`config.mk`:
```
export PLATFORM = sky130hd
export DESIGN_NAME = speed_ctrl
export DESIGN_NICKNAME = d
export VERILOG_FILES = /design/src/rtl/speed_ctrl_pkg.sv /design/src/rtl/speed_ctrl_tick_gen.sv /design/src/rtl/speed_ctrl.sv
export VERILOG_INCLUDE_DIRS = /design/src /design/src/rtl
export SDC_FILE = /design/constraint.sdc
export NUM_CORES = 1
export LEC_CHECK = 0
export ABC_AREA = 0
export BUFFER_PORTS_ARGS = -buffer_cell sky130_fd_sc_hd__buf_2
export CAP_MARGIN = 25
export CELL_PAD_IN_SITES_DETAIL_PLACEMENT = 0
export CELL_PAD_IN_SITES_GLOBAL_PLACEMENT = 2
export CORE_MARGIN = 3
export CORE_UTILIZATION = 42
export DETAILED_ROUTE_END_ITERATION = 8
export PLACE_DENSITY = 0.88
export REMOVE_ABC_BUFFERS = 1
export SETUP_SLACK_MARGIN = 0.5
export SYNTH_ARGS = -nofsm -noshare
export SYNTH_HDL_FRONTEND = slang
export SYNTH_SLANG_ARGS = --single-unit
```
`constraint.sdc`:
```
create_clock -name iCLK -period 3.4 [get_ports iCLK]
set_input_delay 0.51 -clock iCLK [delete_from_list [all_inputs] [get_ports iCLK]]
set_output_delay 0.51 -clock iCLK [all_outputs]
set_load 0.01 [all_outputs]
```
`src/rtl/speed_defs.vh`:
```
// Shared constants for the speed controller: level width and default parameter values.
`ifndef SPEED_DEFS_VH
`define SPEED_DEFS_VH

`define SPEED_LEVEL_W     3
`define SPEED_MAX_LEVEL   7
`define SPEED_BASE_CYCLES 50_000_000

`endif

```
`src/rtl/speed_ctrl_pkg.sv`:
```
// Types, constants and helpers shared by the speed controller and its tick generator.
package speed_ctrl_pkg;

`include "speed_defs.vh"

  localparam int unsigned LevelW        = `SPEED_LEVEL_W;
  localparam int unsigned DefMaxLevel   = `SPEED_MAX_LEVEL;
  localparam int unsigned DefBaseCycles = `SPEED_BASE_CYCLES;

  typedef logic [LevelW-1:0] level_t;

  // Decoded change request; ReqHold is a request swallowed by saturation.
  typedef enum logic [1:0] {
    ReqNone,
    ReqUp,
    ReqDown,
    ReqHold
  } req_e;

  function automatic int unsigned period_of(int unsigned base, level_t lvl);
    return base >> lvl;
  endfunction

endpackage

```
`src/rtl/speed_ctrl_tick_gen.sv`:
```
// Prescaler: counts 0..iTERM, wraps, and emits a registered one-cycle tick after the terminal count.
module tick_gen #(
  parameter int unsigned CntW = 26
) (
  input  logic            iCLK,
  input  logic            iRST_n,
  input  logic            iCLEAR,
  input  logic [CntW-1:0] iTERM,
  output logic            oTICK
);

  logic [CntW-1:0] cnt_q, cnt_d;
  logic            tick_q, tick_d;

  // A clear outranks the terminal count so a level change never yields a stray tick.
  always_comb begin
    cnt_d  = cnt_q + CntW'(1);
    tick_d = 1'b0;
    if (iCLEAR) begin
      cnt_d = '0;
    end else if (cnt_q >= iTERM) begin
      cnt_d  = '0;
      tick_d = 1'b1;
    end
  end

  always_ff @(posedge iCLK or negedge iRST_n) begin
    if (!iRST_n) begin
      cnt_q  <= '0;
      tick_q <= 1'b0;
    end else begin
      cnt_q  <= cnt_d;
      tick_q <= tick_d;
    end
  end

  assign oTICK = tick_q;

endmodule

```
`src/rtl/speed_ctrl.sv`:
```
// Saturating speed-level register with a tick output whose period halves per level.
module speed_ctrl
  import speed_ctrl_pkg::*;
#(
  parameter int unsigned BASE_CYCLES = DefBaseCycles,
  parameter int unsigned MAX_LEVEL   = DefMaxLevel,
  parameter int unsigned RESET_LEVEL = 0
) (
  input  logic         iCLK,
  input  logic         iRST_n,
  input  logic         iENABLE,
  input  logic         iUP_DOWN,
  output logic [2:0]   oSPEED,
  output logic         oTICK,
  output logic         oAT_MAX,
  output logic         oAT_MIN
);

  localparam int unsigned CntW = $clog2(BASE_CYCLES);

  if (MAX_LEVEL > (2 ** LevelW) - 1) begin : g_bad_max
    $error("MAX_LEVEL does not fit in the level register");
  end
  if (64'(BASE_CYCLES) < (64'd1 << (MAX_LEVEL + 1))) begin : g_bad_base
    $error("BASE_CYCLES must be at least 2^(MAX_LEVEL+1)");
  end
  if (RESET_LEVEL > MAX_LEVEL) begin : g_bad_reset
    $error("RESET_LEVEL must not exceed MAX_LEVEL");
  end

  level_t          level_q, level_d;
  req_e            req;
  logic            change;
  logic [CntW-1:0] term;

  always_comb begin
    req = ReqNone;
    if (iENABLE) begin
      if (iUP_DOWN) begin
        req = (level_q == level_t'(MAX_LEVEL)) ? ReqHold : ReqUp;
      end else begin
        req = (level_q == '0) ? ReqHold : ReqDown;
      end
    end
  end

  always_comb begin
    level_d = level_q;
    unique case (req)
      ReqUp:   level_d = level_q + level_t'(1);
      ReqDown: level_d = level_q - level_t'(1);
      default: level_d = level_q;
    endcase
  end

  // Saturated requests are not changes and must leave the prescaler phase alone.
  assign change = (req == ReqUp) || (req == ReqDown);
  assign term   = CntW'(period_of(BASE_CYCLES, level_q) - 32'd1);

  always_ff @(posedge iCLK or negedge iRST_n) begin
    if (!iRST_n) begin
      level_q <= level_t'(RESET_LEVEL);
    end else begin
      level_q <= level_d;
    end
  end

  tick_gen #(
    .CntW (CntW)
  ) u_tick_gen (
    .iCLK   (iCLK),
    .iRST_n (iRST_n),
    .iCLEAR (change),
    .iTERM  (term),
    .oTICK  (oTICK)
  );

  assign oSPEED  = level_q;
  assign oAT_MAX = (level_q == level_t'(MAX_LEVEL));
  assign oAT_MIN = (level_q == '0);

endmodule
```
==> flow_summary.json, run 1 <==
{
  "max_stage_delay_ns": 0.58,
  "crit_reg_reg_startpoint": "oSPEED[0]$_DFFE_PN0N_",
  "synthesis.instances": 254,
  "non_filler_cell_area_final_um2": 2461,
  "fp.dieArea_um2": 6277,
  "ys_seq_area_share_pct": 33.33,
  "dpl_worst_slack_ns": 0.6800,
  "worst_case_clock_buffer_depth": 2,
  "initialDrtViolationCount": 53,
  "power-per-cell-area_nw_per_um2": 599.9,
  "syn2layout_area_growth_pct": 9.278,
  "worst_setup_path_end_kind": "flop",
  "worst-slew-pin-transition_ns": 0.7250,
  "grt_pass1_vias": 1720,
  "route.detailed.wl_per_inst_um": 14.81,
  "reg2regPathDepth": 11,
  "run_status": "finished clean",
  "crit_arrival_ns": 2.83,
  "drt_pass1_iterations": 4,
  "period_minus_slack_ns": 2.621,
  "antenna_cells": 0,
  "cts_root_buf": "clkbuf_8",
  "finalClockSkew_ns": 0.003036,
  "grt_pass1_wl_um": 8707,
  "timing_hold_violations_final": 0,
  "final_worst_path_setup_slack_ns": 0.7789,
  "synth.largest_area_cell": "dfrtp_1",
  "ys.warnings.count": 0,
  "chipWidth_um": 79.23,
  "relSlewSlack_pct": 51.29,
  "maxSlewViolCount": 0,
  "floorplan.die.height_um": 79.23,
  "vdd_ir_drop_max_uv": 357.3,
  "grt_util_all_layers_pct": 17.88,
  "place_congestion": 0.8550,
  "tritoncts": "built",
  "antenna_left": 0,
  "synth.cell_area_um2": 2252,
  "critical_path_buf_inv_count": 3,
  "placeableCoreArea_um2": 5140,
  "min_path_type": "in2async",
  "worst_hold_slack_ns": 0.2669,
  "place.port_buffers": 9,
  "drt_wl_total_um": 4990,
  "timing.final.crit_share_pct": 77.09,
  "utilization_pct": 47.88,
  "synth.cells.most_frequent": "nor2_1 (41), dfrtp_1 (30), ha_1 (28)",
  "cts_hold_repair.buffers": 0,
  "slowest_stage_cell_crit_path": "dfrtp_1",
  "design.final.nets": 299,
  "yosysMostFrequentCell": "nor2_1",
  "antenna_found_initial": 0,
  "clk-insertion-delay-late_ns": 0.28,
  "busiest_layer": "met2",
  "synth-edff-count": 0,
  "vias": 1757,
  "drc_errors": 0,
  "synth_top_cells_by_area": "dfrtp_1 (33%), ha_1 (16%), xor2_1 (7.0%)",
  "worst_path_dominant_cell_family": "compound AO/OA/AOI/OAI gates",
  "most_used_dff_post_synth": "dfrtp_1",
  "yosysTopAreaCellShare_pct": 33.33,
  "row_count": 26,
  "grt_met2_usage_pct": 27.61,
  "final_layout_size_suffix_gt1_share_pct": 10.86,
  "fmax_ghz": 0.3815,
  "netlist-cell-type-count": 36,
  "async_reset_ff_share_pct": 100.0,
  "cts.sinks": 30,
  "worst-setup-path-type": "reg2reg",
  "leftover_overflow_at_the_end_of_global_routing": 0,
  "regToRegSetupSlack_ns": 0.78,
  "required_ns": 3.61,
  "cts.clk_slew.worst_paths_ns": 0.07,
  "cp-start-kind": "flop",
  "yosys_register_bits": 30,
  "floorplan.io_pins": 10,
  "initial_utilization_pct": 43.82,
  "drt-vias-per-instance": 5.214,
  "groute.layer.met1.usage_pct": 23.60,
  "leakagePower_uw": 0.001199,
  "post_synth.cell_area_avg_um2": 8.867,
  "post_dp_hpwl_um": 3788,
  "cts-htree-levels": 2,
  "critical_path_peak_fanout": 26,
  "setup-tns-final_ns": 0,
  "report.final.setup_viol": 0,
  "detailed_place.area_um2": 2359,
  "regToRegEndpoint": "u_tick_gen.cnt_q[25]$_DFF_PN0_",
  "maximum_number_of_pins_on_one_net_before_global_route_repair": 31,
  "crit_path_cell_trace": "nand2_1 -> inv_1 -> nand2_1 -> inv_1 -> nor2_1 -> ha_1 -> and4_1 -> a221oi_2 -> o211ai_4 -> buf_6 -> a21oi_2",
  "groute.layer.met3.usage_pct": 3.628,
  "drv.max_cap_violation_count": 0,
  "cts_buffers": 5,
  "rsz0062_at_grt": "false"
}
what timing repair did:
action / 4_1_cts / 5_1_grt
endpoints found under the setup margin: 0 / 26
buffers inserted: 0 / 0
resized for setup: 0 / 4
cell usage in the layout, fill, tap and decap left out, drive strengths merged, types with 3 or more instances in the layout:
cell / count
nand4: 11
nand2: 27
xor2: 18
o211ai: 3
xnor2: 10
clkbuf: 7
nor2: 41
nor4: 4
buf: 10
and4: 3
o21ai: 9
a21oi: 14
dfrtp: 30
ha: 28
and3: 5
a21o: 3
inv: 15
nand3: 13
worst max-delay path by stage:
stage | from | depth (start not counted) | to
after floorplan | oSPEED[2]$_DFFE_PN0N_ | 8 | u_tick_gen.cnt_q[10]$_DFF_PN0_
after global placement | oSPEED[1]$_DFFE_PN0N_ | 9 | u_tick_gen.cnt_q[20]$_DFF_PN0_
after detailed placement | oSPEED[2]$_DFFE_PN0N_ | 9 | u_tick_gen.cnt_q[7]$_DFF_PN0_
after CTS | oSPEED[1]$_DFFE_PN0N_ | 9 | u_tick_gen.cnt_q[7]$_DFF_PN0_
after global routing | oSPEED[0]$_DFFE_PN0N_ | 9 | u_tick_gen.cnt_q[11]$_DFF_PN0_
final | oSPEED[0]$_DFFE_PN0N_ | 11 | u_tick_gen.cnt_q[25]$_DFF_PN0_
per-stage QoR:
stage | cells | total power, uW
floorplan | 249 | 966.0
global placement | 329 | 1166
detailed placement | 329 | 1164
CTS | 337 | 1480
global route | 337 | 1634
finish | 337 | 1476
power by group:
group / internal, uW / switching, uW / total [uW]
sequential: 395 / 85.3 / 480
combinational: 264 / 432 / 696
clock: 163 / 137 / 300
total: 822 / 654 / 1480
cell families (layout without fill, tap and decap cells):
kind of cell	Yosys count	count (layout)	synth area share, %
and+or+nand+nor	111	111	25.00
AOI/OAI and AO/OA	35	35	10.17
DFF	30	30	33.33
adders and majority gates	29	29	16.44
xor gates and xnor gates	28	28	10.89
buffers and inverters	21	34	4.166
layout make-up:
type / count / area [um2]
Clock buffer: 7 / 86.33
Tap cell: 70 / 87.58
Timing Repair Buffer: 10 / 56.30
Fill cell: 535 / 2679
Sequential cell: 30 / 752.0
Inverter: 16 / 63.81
Clock inverter: 1 / 5.005
Multi-Input combinational cell: 203 / 1410
state kept, by name, summed over array words and instances (netlist names):
name              count
u_tick_gen.oTICK      1
u_tick_gen.cnt_q     26
oSPEED                3
routing by layer:
metal | part of all wire [%] | vias up
met1 | 50 | 817
li1 | - | 903
met4 | 3.4 | 0
met3 | 2.5 | 15
met5 | 0 | -
met2 | 44 | 22
(Power assumes the default switching activity.)
==> inputs of run 2 (changes only) <==
Settings changed: CORE_UTILIZATION 42 to 39, PLACE_DENSITY 0.88 to 0.83.
Clock period 3.4 ns to 2.58 ns, I/O delays scaled along.
==> run 2 against run 1 <==
Against the previous run: final cell count grew 6.2%; via count grew 6.8%; critical endpoint is now u_tick_gen.cnt_q[24]$_DFF_PN0_; critical path depth is the same; largest cell class unchanged.
==> flow_summary.json, run 2 (synthesis gave the netlist of run 1 again) <==
{
  "run_status": "finished clean",
  "relSlewSlack_pct": 52.46,
  "worst_setup_path_end_kind": "flop",
  "fmax_ghz": 0.4029,
  "power_report.internal_total_uw": 1360,
  "largest_register": "u_tick_gen.cnt_q",
  "cts_root_buf": "clkbuf_8",
  "vias": 1876,
  "clk-insertion-delay-late_ns": 0.29,
  "timing.final.crit_share_pct": 96.20,
  "period_minus_slack_ns": 2.482,
  "cts-htree-levels": 2,
  "floorplan.io_pins": 10,
  "crit_arrival_ns": 2.67,
  "floorplan.die.height_um": 81.99,
  "row_count": 27,
  "maximum_number_of_pins_on_one_net_before_global_route_repair": 31,
  "placeableCoreArea_um2": 5540,
  "final_layout_size_suffix_gt1_share_pct": 28.67,
  "tritoncts": "built",
  "clkPwrFrac_pct": 17.0,
  "worst-slew-pin-transition_ns": 0.7131,
  "worst_case_clock_buffer_depth": 2,
  "vdd_ir_drop_max_uv": 566.8,
  "post_dp_hpwl_um": 3945,
  "initialDrtViolationCount": 49,
  "power.switching_uw": 1056,
  "timing_hold_violations_final": 0,
  "report.final.setup_viol": 0,
  "netSwitchingFraction_pct": 43.72,
  "antenna_cells": 0,
  "rsz0062_at_grt": "true",
  "cts_hold_repair.buffers": 0,
  "slowest_stage_cell_crit_path": "dfrtp_2",
  "pwr-share-comb_pct": 56.8,
  "cp-start-kind": "flop",
  "chipWidth_um": 81.99,
  "place_congestion": 0.8338,
  "fp.dieArea_um2": 6722,
  "cts.sinks": 30,
  "cts_buffers": 5,
  "route.detailed.wl_per_inst_um": 15.85,
  "finalClockSkew_ns": 0.008593,
  "place.port_buffers": 9,
  "commonest_cells_after_routing_fill_and_taps_aside": "nor2_1 (27), ha_1 (27), dfrtp_1 (27), nand2_1 (23), xor2_1 (17)",
  "crit_path_cell_trace": "buf_6 -> xor2_2 -> nor2_1 -> ha_1 -> nand4_1 -> nor4_4 -> nand3_2 -> o211ai_4 -> buf_6 -> clkbuf_16 -> nor2_1",
  "cts.clk_slew.worst_paths_ns": 0.07,
  "drt-vias-per-instance": 5.240,
  "worst_hold_slack_ns": 0.1417,
  "antenna_found_initial": 0,
  "min_path_type": "in2async",
  "grt_util_all_layers_pct": 18.50,
  "antenna_left": 0,
  "required_ns": 2.76,
  "design.final.nets": 318,
  "largest_register_ff_count": 26,
  "power_frac_seq_pct": 26.2,
  "max_stage_delay_ns": 0.47,
  "maxSlewViolCount": 0,
  "initial_utilization_pct": 40.65,
  "setup-tns-final_ns": 0,
  "leftover_overflow_at_the_end_of_global_routing": 0,
  "utilization_pct": 51.42,
  "critical_path_peak_fanout": 6,
  "syn2layout_area_growth_pct": 26.50,
  "drt_wl_total_um": 5675,
  "leakagePower_uw": 0.001339,
  "worst-setup-path-type": "reg2reg",
  "power-per-cell-area_nw_per_um2": 848.1,
  "count_of_fill_cells_added_during_filler_insertion": 540,
  "drt_pass1_iterations": 4,
  "drc_errors": 0,
  "grt_pass1_wl_um": 9432,
  "grt_pass1_vias": 1884,
  "drv.max_cap_violation_count": 0
}
[run 2: cell types whose count changed in the layout (fill, tap and decap cells not counted), sizes merged]
cell,delta
buf,+18
clkinv,+1
[run 2: stage by stage]
step | setup WS [ns] | power (uW) | instance area, um2 | cells
after floorplan | 0.1797 | 1273 | 2218 | 249
after global placement | -0.006532 | 1615 | 2419 | 337
after detailed placement | -0.06851 | 1610 | 2419 | 337
after CTS | 0.1522 | 2355 | 2768 | 355
after global routing | -0.04257 | 2623 | 2849 | 358
final | 0.09807 | 2416 | 2849 | 358
[run 2: layout make-up]
class / count / area [um2] / area share (%)
multi-input combinational: 203 / 1567 / 54.98
tap: 72 / 90.09 / 3.162
inverter: 16 / 61.31 / 2.152
timing repair buffer: 29 / 281.5 / 9.881
clock buffer: 6 / 82.58 / 2.899
clock inverter: 2 / 12.51 / 0.4392
sequential: 30 / 754.5 / 26.48
[run 2: metal layers]
metal	share of wire, %	global-route usage [%]
met5	0	0
met4	1.6	4.983
met3	2.6	3.070
met2	47	28.68
met1	48	26.46
[run 2: path summary, 6_finish.rpt]
path	slack [ns]	cells past startpoint	to	start
max in group asynchronous	1.93	1	oSPEED[2]$_DFFE_PN0N_	iRST_n
min reg2reg	0.51	1	u_tick_gen.cnt_q[0]$_DFF_PN0_	u_tick_gen.cnt_q[0]$_DFF_PN0_
max	0.1	11	u_tick_gen.cnt_q[24]$_DFF_PN0_	oSPEED[2]$_DFFE_PN0N_
min in group iCLK	0.51	1	u_tick_gen.cnt_q[0]$_DFF_PN0_	u_tick_gen.cnt_q[0]$_DFF_PN0_
min	0.14	1	u_tick_gen.cnt_q[21]$_DFF_PN0_	iRST_n
max reg2reg	0.1	11	u_tick_gen.cnt_q[24]$_DFF_PN0_	oSPEED[2]$_DFFE_PN0N_
[run 2: critical path: cells and delay by family (launching register included)]
kind,cells,cell delay (ns)
buffers and inverters,3,0.45
AO/OA/AOI/OAI,1,0.24
flip-flops,1,0.47
AND/OR/NAND/NOR,5,0.80
XOR/XNOR,1,0.14
adder cells (fa/ha/maj),1,0.27
[run 2: power by group through the flow]
| stage | logic (uW) | registers (uW) | clock network (uW) |
|---|---|---|---|
| 3_5_place_dp | 999 | 611 | 0 |
| 6_report | 1370 | 632 | 411 |
| 5_1_grt | 1540 | 644 | 441 |
| 4_1_cts | 1300 | 634 | 422 |
| 2_1_floorplan | 652 | 621 | 0 |
| 3_3_place_gp | 1010 | 607 | 0 |
[run 2: timing repair]
| action | in CTS | in global routing |
|---|---|---|
| gates resized for setup | 44 | 12 |
| buffers inserted | 7 | 2 |
| endpoints found under the hold margin | 0 | 0 |
| cloned | 3 | 1 |
| endpoints found under the setup margin | 29 | 28 |
| pin swaps | 15 | 7 |
==> inputs of run 3 (changes only) <==
Settings changed: ABC_AREA 0 to 1, CORE_UTILIZATION 39 to 35.
==> run 3 against run 2 <==
Against the previous run: critical endpoint is now u_tick_gen.cnt_q[15]$_DFF_PN0_; combinational power increased by 24%; hold slack improved by 0.021 ns; design area increased by 23%.
==> flow_summary.json, run 3 <==
{
  "fmax_ghz": 0.4275,
  "seqCellArea_um2": 754.5,
  "worstSetupPathDepth": 13,
  "row_count": 30,
  "ys.warnings.count": 0,
  "worst_setup_path_end_kind": "flop",
  "antenna_left": 0,
  "drt_wl_total_um": 8192,
  "cts-htree-levels": 2,
  "synth-edff-count": 0,
  "max_stage_delay_ns": 0.52,
  "yosys_register_bits": 30,
  "drv.max_cap_violation_count": 0,
  "synth.cell_area_um2": 2616,
  "route.detailed.wl_per_inst_um": 15.85,
  "grt_pass1_vias": 2305,
  "regToRegEndpoint": "u_tick_gen.cnt_q[15]$_DFF_PN0_",
  "synth.cells.most_frequent": "nand2_1 (98), nor2_1 (72), inv_1 (49)",
  "antenna_cells": 0,
  "chipWidth_um": 92.46,
  "synthesis.instances": 390,
  "slowest_stage_cell_crit_path": "dfrtp_2",
  "drt_pass1_iterations": 4,
  "ys_seq_area_share_pct": 28.69,
  "worst_path_dominant_cell_family": "simple AND/OR/NAND/NOR gates",
  "critical_path_peak_fanout": 8,
  "fp.dieArea_um2": 8549,
  "largest_register": "u_tick_gen.cnt_q",
  "worst_case_clock_buffer_depth": 2,
  "initial_utilization_pct": 37.27,
  "power_frac_seq_pct": 22.5,
  "clk-insertion-delay-late_ns": 0.28,
  "required_ns": 2.80,
  "power-per-cell-area_nw_per_um2": 807.3,
  "drc_errors": 0,
  "crit_arrival_ns": 2.56,
  "period_minus_slack_ns": 2.339,
  "vdd_ir_drop_max_uv": 388.0,
  "vias": 2549,
  "leftover_overflow_at_the_end_of_global_routing": 0,
  "regToRegSetupSlack_ns": 0.24,
  "netlist-cell-type-count": 31,
  "timing.critical_path.mode_cell": "nor2_4",
  "drt-vias-per-instance": 4.930,
  "synth.largest_area_cell": "dfrtp_1",
  "yosysMostFrequentCell": "nand2_1",
  "place_congestion": 0.8466,
  "commonest_cells_after_routing_fill_and_taps_aside": "nand2_1 (84), nor2_1 (37), inv_1 (36), nand3_1 (34), dfrtp_1 (27)",
  "finalNonFillerCells": 517,
  "crit_reg_reg_startpoint": "oSPEED[2]$_DFFE_PN0N_",
  "count_of_fill_cells_added_during_filler_insertion": 684,
  "crit_path_cell_trace": "nor2_4 -> inv_4 -> nor2_4 -> nor2_2 -> ha_1 -> nand2_2 -> nor2_4 -> nand2_2 -> nor2_2 -> a21oi_2 -> nand3_4 -> clkbuf_16 -> nor2_1",
  "clkPwrFrac_pct": 17.4,
  "synth_top_cells_by_area": "dfrtp_1 (29%), nand2_1 (14%), ha_1 (13%)",
  "rsz0062_at_grt": "true",
  "most_used_dff_post_synth": "dfrtp_1",
  "grt_pass1_wl_um": 12430,
  "run_status": "finished clean",
  "cts.clk_slew.worst_paths_ns": 0.07,
  "syn2layout_area_growth_pct": 34.05,
  "cts.sinks": 30,
  "power_report.internal_total_uw": 1544,
  "maximum_number_of_pins_on_one_net_before_global_route_repair": 31,
  "antenna_found_initial": 0,
  "worst-slew-pin-transition_ns": 0.7380,
  "place.port_buffers": 9,
  "setup-tns-final_ns": 0,
  "pwr-share-comb_pct": 60.1,
  "layout_commonest_cell": "nand2_1",
  "reg2regPathDepth": 13,
  "worst_hold_slack_ns": 0.1623,
  "dpl.cell_count": 496,
  "cts_buffers": 5,
  "grt_util_all_layers_pct": 18.94,
  "power.switching_uw": 1288,
  "cts_root_buf": "clkbuf_8",
  "floorplan.io_pins": 10,
  "critical_path_buf_inv_count": 2,
  "finalClockSkew_ns": 0.005561,
  "yosysTopAreaCellShare_pct": 28.69,
  "floorplan.die.height_um": 92.46,
  "largest_register_ff_count": 26,
  "netSwitchingFraction_pct": 45.48,
  "tritoncts": "built",
  "async_reset_ff_share_pct": 100.0,
  "maxSlewViolCount": 0,
  "report.final.setup_viol": 0,
  "post_dp_hpwl_um": 5655,
  "initialDrtViolationCount": 110,
  "placeableCoreArea_um2": 7019,
  "min_path_type": "in2async",
  "worst-setup-path-type": "reg2reg",
  "multi_input_area_um2": 2024,
  "relSlewSlack_pct": 50.80,
  "design.final.nets": 454,
  "timing.final.crit_share_pct": 90.66,
  "cp-startpoint": "oSPEED[2]$_DFFE_PN0N_",
  "timing_hold_violations_final": 0,
  "leakagePower_uw": 0.001586,
  "final_layout_size_suffix_gt1_share_pct": 33.73,
  "cp-start-kind": "flop",
  "post_synth.cell_area_avg_um2": 6.708,
  "worst_setup_path_endpoint": "u_tick_gen.cnt_q[15]$_DFF_PN0_"
}
-- run 3: cell count changes in the layout (fill, tap and decap cells not counted), moves of 10 or more --
cell / delta
nand4_1: -11
nand2_2: +14
nor2_2: +14
inv_1: +24
nand3_1: +23
xor2_1: -16
nor2_4: +15
nand2_1: +61
nor2_1: +10
-- run 3: timing repair --
| action | in CTS | in global routing |
|---|---|---|
| buffers inserted | 6 | 5 |
| resized for setup | 55 | 67 |
| setup endpoints to repair | 29 | 29 |
| cloned | 2 | 1 |
| hold buffers | 0 | 0 |
| pin swaps | 4 | 19 |
-- run 3: worst register-to-register path: cells and delay by family, from the launching register on --
family | cells | cell delay (ns)
AO/OA/AOI/OAI | 1 | 0.18
adder cells (fa/ha/maj) | 1 | 0.31
flip-flops | 1 | 0.52
buffers and inverters | 2 | 0.30
AND/OR/NAND/NOR | 9 | 0.97
-- run 3: stage by stage --
| step | power [uW] | instance area [um2] | setup WS (ns) | util, % |
|---|---|---|---|---|
| 2_1_floorplan | 1250 | 2570 | 0.1772 | - |
| 3_3_place_gp | 1622 | 2800 | 0.1323 | 39.89 |
| 3_5_place_dp | 1617 | 2800 | 0.1025 | 39.89 |
| 4_1_cts | 2420 | 3172 | 0.3660 | 45.19 |
| 5_1_grt | 3033 | 3507 | 0.1680 | 49.96 |
| 6_report | 2831 | 3507 | 0.2410 | 49.96 |
-- run 3: worst min path at each step --
stage          cells after the start                             end  slack, ns   start
4_1_cts                            1  u_tick_gen.cnt_q[12]$_DFF_PN0_       0.19  iRST_n
3_5_place_dp                       1  u_tick_gen.cnt_q[12]$_DFF_PN0_       0.50  iRST_n
3_3_place_gp                       1  u_tick_gen.cnt_q[12]$_DFF_PN0_       0.50  iRST_n
6_report                           1  u_tick_gen.cnt_q[12]$_DFF_PN0_       0.16  iRST_n
2_1_floorplan                      0           oSPEED[0]$_DFFE_PN0N_       0.09  iRST_n
5_1_grt                            1  u_tick_gen.cnt_q[12]$_DFF_PN0_       0.21  iRST_n
-- run 3: power by group through the flow --
stage / Sequential [uW] / Clock [uW] / Combinational, uW
2_1_floorplan: 605 / 0 / 645
3_3_place_gp: 601 / 0 / 1020
3_5_place_dp: 603 / 0 / 1010
4_1_cts: 628 / 510 / 1280
5_1_grt: 642 / 529 / 1860
6_report: 636 / 492 / 1700
-- run 3: final cells by class --
class                           count  area share [%]
Sequential cell                    30           21.51
Timing Repair Buffer               30           8.348
Tap cell                           96           3.425
Clock inverter                      1          0.8562
Multi-Input combinational cell    303           57.72
Clock buffer                        6           2.355
Inverter                           51           5.780
-- run 3: metal layers --
metal	vias to the layer above	global-route usage [%]	part of all wire (%)
met2	47	30.03	47
met4	0	3.465	1.0
met1	1190	27.20	49
met3	9	3.168	3.1
li1	1303	-	-
met5	-	0	0
-- run 3: cells by family (layout without fill, tap and decap cells) --
group	count (synthesis)	count (layout)	share of synthesized area (%)
compound gates	43	43	9.230
flops	30	30	28.69
fa+ha+maj	29	29	14.16
buf+inv	57	88	9.086
xor+xnor	3	3	1.004
simple gates	228	228	37.83
